<file path="config.mk">
export PLATFORM = sky130hd
export DESIGN_NAME = fp_round_pack
export DESIGN_NICKNAME = d
export VERILOG_FILES = /design/src/rtl/fp_round_pack.sv
export SDC_FILE = /design/constraint.sdc
export NUM_CORES = 1
export LEC_CHECK = 0
export BUFFER_PORTS_ARGS = -buffer_cell sky130_fd_sc_hd__buf_4
export CAP_MARGIN = 25
export CORE_MARGIN = 5
export CORE_UTILIZATION = 52
export CTS_CLUSTER_SIZE = 10
export DETAILED_ROUTE_END_ITERATION = 16
export HOLD_SLACK_MARGIN = 0.06
export PLACE_DENSITY = 0.83
export SLEW_MARGIN = 20
export SYNTH_ARGS = -nofsm -noshare
export SYNTH_HDL_FRONTEND = slang
export SYNTH_SLANG_ARGS = --single-unit
</file>
<file path="constraint.sdc">
create_clock -name clk -period 5.75 [get_ports clk]
set_input_delay 0.575 -clock clk [delete_from_list [all_inputs] [get_ports clk]]
set_output_delay 0.575 -clock clk [all_outputs]
set_load 0.1 [all_outputs]
</file>
<file path="src/rtl/fp_round_pack.sv">
// Rounding and packing stage of the binary32 add/sub datapath: applies the RISC-V rounding
// mode to a normalized significand and emits the packed result plus fflags through two stages.
module fp_round_pack #(
    parameter int unsigned EXP_W = 10,
    parameter int unsigned SIG_W = 27
) (
    input  logic                    clk,
    input  logic                    rst_n,
    input  logic                    in_valid,
    output logic                    in_ready,
    input  logic                    in_sign,
    input  logic signed [EXP_W-1:0] in_exp,
    input  logic        [SIG_W-1:0] in_sig,
    input  logic        [2:0]       in_rm,
    input  logic                    in_is_nan,
    input  logic                    in_is_inf,
    input  logic        [4:0]       in_flags,
    output logic                    out_valid,
    input  logic                    out_ready,
    output logic        [31:0]      out_result,
    output logic        [4:0]       out_flags
);

    localparam int unsigned SumW = SIG_W - 2;

    localparam logic [2:0] RmRne = 3'b000;
    localparam logic [2:0] RmRtz = 3'b001;
    localparam logic [2:0] RmRdn = 3'b010;
    localparam logic [2:0] RmRup = 3'b011;
    localparam logic [2:0] RmRmm = 3'b100;

    localparam logic [30:0] MagInf  = 31'h7F80_0000;
    localparam logic [30:0] MagMax  = 31'h7F7F_FFFF;
    localparam logic [31:0] QNan    = 32'h7FC0_0000;
    localparam logic [4:0]  FlagsOf = 5'b00101;
    localparam logic [4:0]  FlagsUf = 5'b00011;

    // Handshake
    logic s1_valid;
    logic s1_adv;
    logic s2_adv;

    assign s2_adv   = !out_valid || out_ready;
    assign s1_adv   = !s1_valid || s2_adv;
    assign in_ready = s1_adv;

    // Stage 1: rounding increment
    logic            lsb, g, r, s, inexact, inc;
    logic [2:0]      rm_n;
    logic [SumW-1:0] sum;

    always_comb begin
        lsb     = in_sig[3];
        g       = in_sig[2];
        r       = in_sig[1];
        s       = in_sig[0];
        inexact = g | r | s;
        // Reserved encodings fall back to round-to-nearest-even.
        rm_n    = (in_rm > RmRmm) ? RmRne : in_rm;
        inc     = 1'b0;
        unique case (rm_n)
            RmRne:   inc = g & (r | s | lsb);
            RmRtz:   inc = 1'b0;
            RmRdn:   inc = inexact & in_sign;
            RmRup:   inc = inexact & ~in_sign;
            RmRmm:   inc = g;
            default: inc = 1'b0;
        endcase
        sum = {1'b0, in_sig[SIG_W-1:3]} + {{(SumW-1){1'b0}}, inc};
    end

    logic                    s1_sign;
    logic signed [EXP_W-1:0] s1_exp;
    logic        [SumW-1:0]  s1_sum;
    logic        [2:0]       s1_rm;
    logic                    s1_inexact;
    logic                    s1_nan;
    logic                    s1_inf;
    logic        [4:0]       s1_flags;

    always_ff @(posedge clk) begin
        if (s1_adv && in_valid) begin
            s1_sign    <= in_sign;
            s1_exp     <= in_exp;
            s1_sum     <= sum;
            s1_rm      <= rm_n;
            s1_inexact <= inexact;
            s1_nan     <= in_is_nan;
            s1_inf     <= in_is_inf;
            s1_flags   <= in_flags;
        end
    end

    // Stage 2: carry-out, overflow/underflow and packing
    logic signed [EXP_W:0] exp_f;
    logic        [22:0]    mant;
    logic        [30:0]    ovf_mag;
    logic                  uf;
    logic        [31:0]    res_d;
    logic        [4:0]     flg_d;

    always_comb begin
        exp_f = {s1_exp[EXP_W-1], s1_exp} + {{EXP_W{1'b0}}, s1_sum[SumW-1]};
        mant  = s1_sum[SumW-1] ? s1_sum[SumW-2:1] : s1_sum[SumW-3:0];
        // A subnormal that rounds up into the hidden bit becomes the smallest normal.
        if (!s1_sum[SumW-1] && (s1_exp == '0) && s1_sum[SumW-2]) begin
            exp_f = (EXP_W+1)'(1);
        end

        ovf_mag = MagInf;
        unique case (s1_rm)
            RmRtz:   ovf_mag = MagMax;
            RmRdn:   ovf_mag = s1_sign ? MagInf : MagMax;
            RmRup:   ovf_mag = s1_sign ? MagMax : MagInf;
            default: ovf_mag = MagInf;
        endcase

        uf    = s1_inexact && (exp_f[7:0] == 8'h00);
        res_d = {s1_sign, exp_f[7:0], mant};
        flg_d = {3'b000, uf, s1_inexact};

        if (s1_nan) begin
            res_d = QNan;
            flg_d = '0;
        end else if (s1_inf) begin
            res_d = {s1_sign, MagInf};
            flg_d = '0;
        end else if (s1_exp[EXP_W-1]) begin
            res_d = {s1_sign, 31'h0};
            flg_d = FlagsUf;
        end else if (exp_f >= (EXP_W+1)'(255)) begin
            res_d = {s1_sign, ovf_mag};
            flg_d = FlagsOf;
        end
    end

    always_ff @(posedge clk) begin
        if (!rst_n) begin
            s1_valid   <= 1'b0;
            out_valid  <= 1'b0;
            out_result <= '0;
            out_flags  <= '0;
        end else begin
            if (s1_adv) begin
                s1_valid <= in_valid;
            end
            if (s2_adv) begin
                out_valid <= s1_valid;
                if (s1_valid) begin
                    out_result <= res_d;
                    out_flags  <= s1_flags | flg_d;
                end
            end
        end
    end

endmodule

</file>
Yosys cells after proc, flatten, opt, wreduce, memory -nomap -nowiden:

Index checks and enable logic that the tools add are counted.

* input bits: 52
* register bits after elaboration: 86
* output and inout bits: 39
* word-level logic and storage cells: 59

* add/sub/neg operators: 2
* reduce and logical (&&, ||, !) cells: 13
* bitwise logic cells: 9
* mux-type cells: 15
* equal/unequal tests: 6
* $lt $le $gt $ge: 2

Operators by type and width (count)
* 31-bit two-way mux: 3
* 24-bit case mux with 3 select lines: 1
* 24-bit two-way mux: 2
* 32-bit two-way mux: 1
* 24-bit by 1-bit adder with 25-bit output: 1
* 23-bit two-way mux: 1
* 3-bit two-way mux: 5
* 3-bit by 2-bit == test with 1-bit output (second input constant): 4
* 10-bit by 2-bit adder with 11-bit output: 1
* 11-bit by 9-bit greater-or-equal comparator with 1-bit output (second input constant): 1
* 11-bit two-way mux: 1
* 10-bit zero test: 1
* 8-bit zero test: 1
* 5-bit bitwise OR: 1
* 1-bit logical AND: 4
* 1-bit bitwise OR: 4
* 1-bit case mux with 4 select lines: 1
* 1-bit AND: 3
* 3-bit by 1-bit == test with 1-bit output (second input constant): 1
* 3-bit == test (second input constant): 1
* 3-bit greater-than comparator (second input constant): 1
* 1-bit zero test: 3
* 3-bit zero test: 1
* 1-bit logical OR: 2
* other kinds (2): 2

Logic depth before layout (Yosys ltp):

* depth in word-level cells: 11
* depth in mapped cells: 11
* mapped depth without buffers: 10

Worst setup path after synthesis:

No wires, ideal clock.

* path kind: register to register
* start point: register out_valid
* end point: register s1_exp[0], enable pin
* setup time: 0.409 ns
* arrival time: 2.874 ns
* slack: 2.467 ns
* stages on the path, launching flop included: 4
* cells stage by stage: dfxtp_1 > nor2b_1 > nand2_1 > and2_1

* longest elaborated chain between the ends: 4

Ends and longest elaborated chain
* start, declared: RTL line 18 `output logic out_valid,`
* start signal, assigned: RTL line 148 `out_valid <= s1_valid;`
* 1-bit zero test: RTL line 43 `assign s2_adv = !out_valid || out_ready;`
* 1-bit logical OR: RTL line 43
* 1-bit logical OR: RTL line 44 `assign s1_adv = !s1_valid || s2_adv;`
* net in_ready: RTL line 10 `output logic in_ready,`
* 1-bit logical AND: RTL line 82 `if (s1_adv && in_valid) begin`
* end signal, assigned: RTL line 84 `s1_exp <= in_exp;`
* end, declared: RTL line 73 `logic signed [EXP_W-1:0] s1_exp;`

The timed path passes the listed nets, and every way through them passes these cells.
A chain may end at the register's enable or synchronous reset.

Final worst setup path:

* start point: register s1_sum[24]
* end point: register out_result[30]

* longest elaborated chain between the ends: 9

Ends and longest elaborated chain
* start, declared: RTL line 74 `logic [SumW-1:0] s1_sum;`
* start signal, assigned: RTL line 85 `s1_sum <= sum;`
* branches (longest 3 deep; another with 10-bit by 2-bit adder with 11-bit output)
* 11-bit two-way mux *: RTL line 106 `if (!s1_sum[SumW-1] && (s1_exp == '0) && s1_sum[SumW-2]) begin`
* 11-bit by 9-bit greater-or-equal comparator with 1-bit output: RTL line 131 `end else if (exp_f >= (EXP_W+1)'(255)) begin`
* 31-bit two-way mux *: RTL line 131
* 31-bit two-way mux *: RTL line 128 `end else if (s1_exp[EXP_W-1]) begin`
* 31-bit two-way mux *: RTL line 125 `end else if (s1_inf) begin`
* 32-bit two-way mux *: RTL line 122 `if (s1_nan) begin`
* end signal, assigned: RTL line 150 `out_result <= res_d;`
* end, declared: RTL line 20 `output logic [31:0] out_result,`

Every way passes the cells marked *.

==> summary.md <==
Critical path
- buf_4 -> ha_1 -> ha_1 -> and3_1 -> nand3_1 -> mux2_2 -> o41a_1 -> and2_4 -> a21oi_1 — crit-path cells
- ha_1 — cell with the most instances on the worst path
- flip-flop — CP Launch Type
- 1 — Worst Path Buf+Inv
- 3380 ps — critical path data arrival time
- 810 ps — Slowest Stage Delay on Critical Path
- 2600 ps — reg2reg setup slack
- compound AO/OA/AOI/OAI gates — family with the most delay on the worst path
- o41a_1 — cell with the biggest individual delay on the critical path
- flip-flop — kind of end point of the critical path
- 26 — largest fanout of any net on the critical path
- reg -> reg — crit path kind
- 5980 ps — data required time at the worst endpoint

Finish
- 539 — filler-free cell count of the finished design
- 0.670 — end-of-flow core utilization
- buf_4, nand2_1, edfxtp_1 — commonest cells after routing, fill and taps aside
- 0.264 — share of post-route cells with drive strength above 1
- buf_4 — most common cell after layout, fill and taps aside
- 4890 sq um — Non-Filler Cell Area, Final
- 491 — layout net count
- 0 — Antenna Diode Count
- 24.2% — Area Overhead vs Synth

Min path
- in -> reg — classification of the worst-slack hold path

Pwr
- 1.98 nW — total leakage power
- 0.291 — clock network power share
- 0.160 — proportion of power drawn by combinational gates
- 0.548 — sequential fraction of design power
- 0.356 mW — net switching component of the power
- 0.100 mV — Max IR drop VDD
- 0.922 mW — internal power
- 0.279 — fraction of power spent switching nets
- 1.28 mW — Power Total
- 262 nW/um^2 — Cell Pwr Density

Logic synthesis
- 11.2 sq um — Mean Syn Cell Area
- edfxtp_1, dfxtp_1, mux2i_1, a22o_1, xnor2_1 — dominant cells by area after synthesis
- 40 — synth unique cells
- 86 — flip-flop and latch count after synthesis
- 350 — Syn Inst Count
- 0.359 — fraction of synthesized cell area taken by the top area cell type
- 0 — share of flip-flops with an asynchronous set or reset after synthesis
- 3930 sq um — Mapped Area
- 0 — number of synthesis warnings
- 0.557 — proportion of synthesized chip area in sequential cells
- 406 — Mapped Nets
- 47 — EDFF count, synth
- edfxtp_1 — predominant post-synthesis flop cell
- edfxtp_1 — largest area contributor in the synthesized netlist

Run status
- complete, no violations — run status

Placed design
- 0.847 — GPL Wtd Cong
- 90 — total of buffers placed on input and output ports
- 521 — cell count after placement
- 2540 ps — post-place setup slack
- 5.90 mm — sum of net half-perimeters after detailed placement
- 4670 sq um — Post-DP Area

Clocking
- clkbuf_8 — CTS Root Buffer Type
- 86 — TritonCTS sink count
- 340 ps — clock insertion delay at the later pin of the skew report
- 0 — post-CTS setup repair buffer count
- 3 — number of levels the H-tree was split into
- yes — CTS tree
- 2 — worst-case clock buffer depth
- 0 — post-cts repair resize count
- 80 ps — Reg clk slew, reported paths
- 0 — Post-CTS Hold Buffers
- 9 — TritonCTS Buffers

GRT
- 2976 — number of global-route vias before repair
- 0 — initial antenna violation count
- 0.174 — GRT Total Usage
- 13.5 mm — first-pass GRT wire length
- 48 — maximum number of pins on one net before global-route repair
- 0 — sum of overflow across all layers after global routing

Timing
- false — RSZ-0062 raised after global routing
- 0 — Hold Vio Cnt, Final
- 2600 ps — final setup slack of the worst path
- 0.317 GHz — maximum operating frequency
- 0.330 — worst slew margin relative to its limit
- 0 ps — Setup Total Neg Slack
- 0.548 — part of the cycle the worst path needs
- 3150 ps — final critical path time including I/O delays and setup
- 7.39 ps — setup skew after layout
- 0 — number of pins with negative max-slew slack in the final report
- 0 — setup-violating endpoint count in the final report
- 1000 ps — Slew @ Worst Pin
- 406 ps — hold slack final

Route
- 69 — detailed router's first-iteration violation count
- 5.38 — detailed-route vias per instance
- 4 — 1st-pass router iterations
- 8.00 mm — Final Routed Wirelength
- 0 — number of DRC violations after detailed routing
- 2902 — detailed-route via count
- 14.8 microns — detailed-route wire length per cell
- 0 — final antenna-violating net count

Floorplanning
- 97.0 microns — horizontal extent of the die
- 0.539 — effective utilization at floorplan
- 9400 sq um — die area
- 7290 sq um — core region area
- 91 — Ports
- 31 — FP Rows
- 97.0 microns — Die Span Y

Flow run
- 0 — max cap viols

metal layers:
| layer | GRT usage | vias to the layer above | wire length [microns] |
|---|---|---|---|
| li1 | - | 1448 | - |
| met1 | 0.211 | 1352 | 3450 |
| met2 | 0.288 | 91 | 3920 |
| met3 | 0.0518 | 11 | 493 |
| met4 | 0.0702 | 0 | 136 |
| met5 | 0 | - | 0 |
area by class of cell:
type | instances | area (sq um)
fillers | 605 | 2410
flip-flops and latches | 86 | 2190
multi-input cells | 243 | 1660
repair buffers | 94 | 733
clock buffers | 11 | 141
well taps | 99 | 124
clock inverters | 5 | 35.0
inverters | 1 | 3.75
power by group through the flow:
stage               Combinational [mW]  Clock [mW]  Sequential (mW)
floorplan                       0.0755           0            0.774
global placement                 0.199           0            0.714
detailed placement               0.203           0            0.715
CTS                              0.204       0.382            0.701
global route                     0.220       0.407            0.705
finish                           0.205       0.372            0.701
synthesized netlist by cell type (all sizes together) (4+ instances only):
cell type / instances
nand4: 6
ha: 4
dfxtp: 39
nand2b: 6
a22o: 23
edfxtp: 47
nor2: 6
xor2: 8
and3: 7
nor3: 7
and2: 5
mux2i: 24
nor2b: 6
and4: 8
xnor2: 22
clkbuf: 18
a21boi: 4
nand3: 15
nand2: 49
o21ai: 13
a21oi: 10
registers in the layout (all words and copies together) (netlist names), 3 cells and up:
| name | count |
|---|---|
| s1_exp | 10 |
| s1_flags | 5 |
| s1_sum | 25 |
| out_result | 32 |
| s1_rm | 3 |
| out_flags | 5 |
worst paths after layout:
check,startpoint,endpoint,cells past startpoint
hold / removal,in_is_nan,s1_nan,1
setup / recovery,s1_sum[24],out_result[30],9
hold reg to reg,out_flags[4],out_flags[4],2
setup reg to reg,s1_sum[24],out_result[30],9
cells by family (layout without fill, tap and decap cells):
group           count (synthesis)  count (layout)  share of synthesized area
simple gates                  126             126                      0.169
flops                          86              86                      0.557
compound gates                 57              57                      0.103
xor+xnor                       30              30                     0.0668
mux                            25              25                     0.0640
buf+inv                        21             111                     0.0239
fa+ha+maj                       5               5                     0.0153
Power figures use the tool's default switching activity.
